**src/rtl/serial_to_parallel_receiver.sv**
```systemverilog
// Serial receiver: hunts for SYNC_WORD, then deserialises MSB-first words; data_valid pulses the cycle after a frame's last bit.
// No backpressure (bits arrive when receive_enable=1); optional even parity bit per frame via `define S2P_PARITY_EN.
module serial_to_parallel_receiver #(
  parameter int               WIDTH     = 8,
  parameter logic [WIDTH-1:0] SYNC_WORD = 8'hBC
) (
  input  logic             clock,
  input  logic             reset,
  input  logic             serial_in,
  input  logic             receive_enable,
  output logic [WIDTH-1:0] data_out,
  output logic             data_valid,
  output logic             aligned,
  output logic             parity_error
);

`ifdef S2P_PARITY_EN
  localparam int FRAME = WIDTH + 1;
`else
  localparam int FRAME = WIDTH;
`endif
  localparam int CW = (FRAME > 1) ? $clog2(FRAME) : 1;

  typedef enum logic {HUNT, LOCKED} state_t;

  state_t           state, state_nxt;
  logic [WIDTH-1:0] window, window_nxt;
  logic [CW-1:0]    bit_count, count_nxt;
  logic [WIDTH-1:0] data_nxt;
  logic             valid_nxt;
  logic [WIDTH-1:0] shifted;
  logic [WIDTH-1:0] word;
`ifdef S2P_PARITY_EN
  logic             perr_nxt;
`endif

  assign shifted = {window[WIDTH-2:0], serial_in};
  assign aligned = (state == LOCKED);

  always_ff @(posedge clock) begin
    if (reset) begin
      state      <= HUNT;
      window     <= '0;
      bit_count  <= '0;
      data_out   <= '0;
      data_valid <= 1'b0;
`ifdef S2P_PARITY_EN
      parity_error <= 1'b0;
`endif
    end else begin
      state      <= state_nxt;
      window     <= window_nxt;
      bit_count  <= count_nxt;
      data_out   <= data_nxt;
      data_valid <= valid_nxt;
`ifdef S2P_PARITY_EN
      parity_error <= perr_nxt;
`endif
    end
  end

`ifndef S2P_PARITY_EN
  assign parity_error = 1'b0;
`endif

  always_comb begin
    state_nxt  = state;
    window_nxt = window;
    count_nxt  = bit_count;
    data_nxt   = data_out;
    valid_nxt  = 1'b0;
    word       = '0;
`ifdef S2P_PARITY_EN
    perr_nxt   = 1'b0;
`endif
    case (state)
      HUNT: begin
        if (receive_enable) begin
          window_nxt = shifted;
          if (shifted == SYNC_WORD) begin
            state_nxt = LOCKED;
            count_nxt = '0;
          end
        end
      end
      LOCKED: begin
        if (!receive_enable) begin
          state_nxt  = HUNT;
          window_nxt = '0;
          count_nxt  = '0;
        end else if (bit_count == CW'(FRAME - 1)) begin
          count_nxt = '0;
`ifdef S2P_PARITY_EN
          // window already holds all data bits; serial_in is the parity bit
          word = window;
`else
          word       = shifted;
          window_nxt = shifted;
`endif
          if (word != SYNC_WORD) begin
            data_nxt  = word;
            valid_nxt = 1'b1;
`ifdef S2P_PARITY_EN
            perr_nxt  = (^window) ^ serial_in;
`endif
          end
        end else begin
          count_nxt  = bit_count + CW'(1);
          window_nxt = shifted;
        end
      end
      default: state_nxt = HUNT;
    endcase
  end

endmodule

```
**config.mk**
```make
export PLATFORM = sky130hd
export DESIGN_NAME = serial_to_parallel_receiver
export DESIGN_NICKNAME = d
export VERILOG_FILES = /design/src/rtl/serial_to_parallel_receiver.sv
export SDC_FILE = /design/constraint.sdc
export NUM_CORES = 1
export LEC_CHECK = 0
export CAP_MARGIN = 20
export CORE_MARGIN = 10
export CORE_UTILIZATION = 40
export CTS_CLUSTER_DIAMETER = 60
export CTS_CLUSTER_SIZE = 10
export DETAILED_ROUTE_END_ITERATION = 8
export GPL_TIMING_DRIVEN = 0
export PLACE_DENSITY = 0.74
export SLEW_MARGIN = 20
export SYNTH_ARGS = -nofsm -noshare
export SYNTH_HDL_FRONTEND = slang
export SYNTH_SLANG_ARGS = --single-unit
```
**constraint.sdc**
```tcl
create_clock -name clock -period 2.99 [get_ports clock]
set_clock_uncertainty 0.2 [all_clocks]
set_input_delay 0.598 -clock clock [delete_from_list [all_inputs] [get_ports clock]]
set_output_delay 0.598 -clock clock [all_outputs]
set_load 0.01 [all_outputs]
```
* After elaboration in Yosys (flattened, before gate mapping) *
Cells that the tools add are included.

storage, ports and cells
  flip-flop bits (word level) = 20
  latch bits = 0
  RAM bits = 0
  bits in read-only memories = 0
  bits of input ports = 4
  logic and storage cells = 30
  memories = 0

cells by class
  $add $sub $neg = 1
  multiply operators = 0
  divide/modulo/power cells = 0
  $lt $le $gt $ge = 0
  eq/ne operators = 5
  shift operators = 0
  multiplexer cells = 13
  bitwise gates (word level) = 3
  reduce and logical (&&, ||, !) cells = 3

operators by type and width
  cell                 number
  $mux 7               2
  $pmux 7 s2           1
  $mux 3               4
  $eq 8x8->1 const B   1
  $ne 8x8->1 const B   1
  $pmux 3 s2           1
  $mux 1               4
  $ne 2x2->1 const B   2
  $reduce_and 4->1     1
  $reduce_or 4->1      1
  $add 3x1->3 const B  1
  $eq 3x3->1 const B   1
  $not 1->1            3
  $pmux 1 s2           1
  $reduce_and 2->1     1

* Logic depth before layout (Yosys ltp) *
  depth in word-level cells = 4
  depth in mapped cells = 5
  mapped depth without buffers = 5

* Worst setup path before layout *
Ideal clock, no wire load.

  path type = input -> register
  start point = input serial_in
  end point = register bit_count[1]
  library setup time = 117 ps
  data arrival time = 1,351 ps
  setup slack = 1,323 ps
  cell stages on the path = 3
  path buffers = 0
  cell sequence = nor4b_4 > a311oi_2 > a22o_1

between the ends
  cells in the longest elaborated chain, start to end = 3

ends and longest elaborated chain
  what                        line  RTL
  from (decl)                 9     input logic serial_in,
  $eq 8x8->1                  80    if (shifted == SYNC_WORD) begin
  $ne 2x2->1 (no line)        --
  $reduce_and 2->1 (no line)  --
  to (signal assigned)        53    bit_count <= count_nxt;
  to (decl)                   28    logic [CW-1:0] bit_count, count_nxt;

Every way passes these cells.
A chain may end at the register's enable or synchronous reset.

* Final worst setup path *
  start point = register state (netlist: aligned)
  end point = output aligned

RTL lines
  what                    line  RTL
  from (decl)             26    state_t state, state_nxt;
  from (signal assigned)  51    state <= state_nxt;
  to (decl)               13    output logic aligned,

No word-level cell between the ends.

==> impl_metrics.csv <==
group,metric,value,unit
worst_setup_path,crit_buf_inv,1,
global_routing,grt_overflow,0,
logic_synthesis,synth_xor_area_share,0,%
floorplanning,core,2040,um^2
clock_tree,cts_tree,"yes",
clock_tree,cts.path.max_buffers,2,
worst_setup_path,critPathLaunchType,"register",
clock_tree,cts_hold_buf,0,
clock_tree,cts_root_buffer,"clkbuf_4",
worst_setup_path,worstPathRequired,2.19,ns
worst_setup_path,arrival,1.21,ns
global_routing,grt_use_total,8.10,%
place,place_ws,0.700,ns
global_routing,grt_antenna_before_repair,0,
logic_synthesis,synth_cells,89,
clock_tree,cts_setup_buffers,0,
logic_synthesis,synth.distinct_cells,23,
logic_synthesis,synth_top_cell_by_area,"dfxtp_1",
timing,rsz0062_at_grt,"false",
logic_synthesis,synth_compound_area_share,13.4,%
global_routing,grt_pass1_vias,627,
pwr,vdd_drop_max,0.439,mV
worst_setup_path,critPathKind,"register to output pin",
timing,fin_crit_sh,67.1,%
logic_synthesis,ys.flop_type,"dfxtp_1",
worst_setup_path,slowest_delay,0.55,ns
clock_tree,clk_pin_slew_worst_paths,0.12,ns
place,routabilityCongestion,0.757,
floorplanning,io_pins,15,
logic_synthesis,ys_seq_area_share,45.2,%
timing,setup_viol,0,
logic_synthesis,synth_edf_count,0,
clock_tree,cts_sinks,20,
drt,wl_per_cell,13.1,um
worst_setup_path,worst_setup_path_end_kind,"output pin",
drt,avgViaCountPerCell,4.82,
timing,hold_viol_final,0,
drt,ant_nets,0,
logic_synthesis,yosys.area.top_type_share,45.2,%
final_layout,drive_above_1_share,10.6,%
logic_synthesis,synthesis.area,886,um^2
global_routing,grt_pass1_wl,2780,um
clock_tree,cts_made_buffers,3,
floorplanning,die_w,67.1,um
clock_tree,clkLatencyLatePin,0.30,ns
worst_setup_path,critPathSlowestCell,"clkdlybuf4s50_1",
floorplanning,placementRows,16,
flow_run,maxCapViolations,0,
worst_hold_path,hold_path.class,"register to register",
logic_synthesis,synthAdderAreaFrac,2.82,%
floorplanning,dieArea,4500,um^2
worst_setup_path,cp_cell_sequence,"clkdlybuf4s50_1",
timing,setup_tns,0,ns
worst_setup_path,worstPathMaxFanout,3,
pwr,leakagePower,0.375,nW
outcome,status,"complete, no violations",
drt,drt_wl_total,1710,um
worst_setup_path,cpLargestDelayFamily,"buffers and inverters",
pwr,powerDensity,471,nW/um^2
timing,drv_slew,0,
logic_synthesis,yosys_warnings,0,
timing,max_clock_freq,0.498,GHz
global_routing,grt_max_degree,13,
timing,fin_crit,2.01,ns
floorplanning,initial_core_util,43.4,%
logic_synthesis,async_reset_ff_share,0,%
floorplanning,die_h,67.1,um
drt,drc,0,
logic_synthesis,synth_top_family_by_area,"simple AND/OR/NAND/NOR gates",
logic_synthesis,synth_area_leaders,"dfxtp_1 45%, nand2b_1 9.2%, nor3b_1 8.5%",
final_layout,n_antenna_cell,0,
logic_synthesis,synthMuxAreaShare,5.65,%
logic_synthesis,ys_ff_latch,20,
drt,drtIter0Drc,20,
drt,vias,631,
logic_synthesis,avgSynthCellArea,9.95,um^2
clock_tree,cts-resized-gates,0,
logic_synthesis,synthSimpleGateAreaFrac,28.5,%
pwr,finalPower,0.000510,W
clock_tree,cts_max_level,1,
place,dp_hpwl,1270,um
drt,dr.pass1.iters,4,
timing,fin_ws,0.983,ns
logic_synthesis,synth_nets,95,
final_layout,nets,111,
final_layout,area_growth,22.2,%
place,port_buffers,11,
## cell usage in the layout (no fill, tap or decap), types with 3 or more instances in the layout
cell type        Yosys  final
dfxtp_1             20     20
nand2b_1            13     13
clkdlybuf4s50_1      0     11
nor3b_1             10     10
a21oi_1              8      8
nor2_1               8      8
mux2i_1              5      5
clkbuf_1             4      4
o21bai_1             3      3
clkbuf_4             0      3
## synth_stat cells, types with 2 or more instances
cell type and number:
dfxtp_1 20, nand2b_1 13, nor3b_1 10, a21oi_1 8, nor2_1 8, mux2i_1 5
clkbuf_1 4, o21bai_1 3, a22o_1 2, buf_4 2, ha_1 2
## final cells by class
type | instances | area [um^2]
Clock inverter | 1 | 30.0
Buffer | 7 | 35.0
Timing Repair Buffer | 11 | 110
Sequential cell | 20 | 400
Tap cell | 27 | 33.8
Fill cell | 207 | 960
Clock buffer | 3 | 22.5
Multi-Input combinational cell | 62 | 450
## registers in the layout, indices dropped and copies added (netlist names)
register    count
bit_count       3
data_out        8
aligned         1
window          7
data_valid      1
## report_power, final
group           total, W  internal, W  switching [W]
Sequential      0.000270     0.000268     0.00000199
Clock           0.000217     0.000136      0.0000814
Combinational  0.0000232    0.0000102      0.0000131
## kinds of logic (layout without fill, tap and decap cells)
family                   after synthesis  after routing
multiplexers                           5              5
flip-flops                            20             20
buffers and inverters                  7             22
AND/OR/NAND/NOR                       38             38
adder cells (fa/ha/maj)                2              2
AO/OA/AOI/OAI                         16             16
other                                  1              1
## per-stage QoR
| step | hold slack [ns] | instances | instance area [um^2] | utilization (%) |
|---|---|---|---|---|
| 2_1_floorplan | 0.254 | 89 | 886 | - |
| 6_report | 0.276 | 131 | 1080 | 53.0 |
| 4_1_cts | 0.284 | 131 | 1080 | 53.0 |
| 5_1_grt | 0.304 | 131 | 1080 | 53.0 |
| 3_3_place_gp | 0.255 | 127 | 1030 | 50.4 |
| 3_5_place_dp | 0.261 | 127 | 1030 | 50.4 |
## metal layers
layer	up-vias	track usage (%)	routed length, um
met4	0	2.31	0
met5	-	0	0
li1	337	-	-
met2	12	11.5	749
met1	282	10.3	843
met3	0	4.35	117
## worst paths after layout
kind / from / to / slack (ns) / cells after the start
max: aligned / aligned / 0.98 / 1
min: data_out[1] / data_out[1] / 0.28 / 2
max reg2reg: bit_count[0] / data_out[7] / 1.28 / 5
min reg2reg: data_out[1] / data_out[1] / 0.28 / 2
No activity file was read; power rests on OpenSTA's default activity.
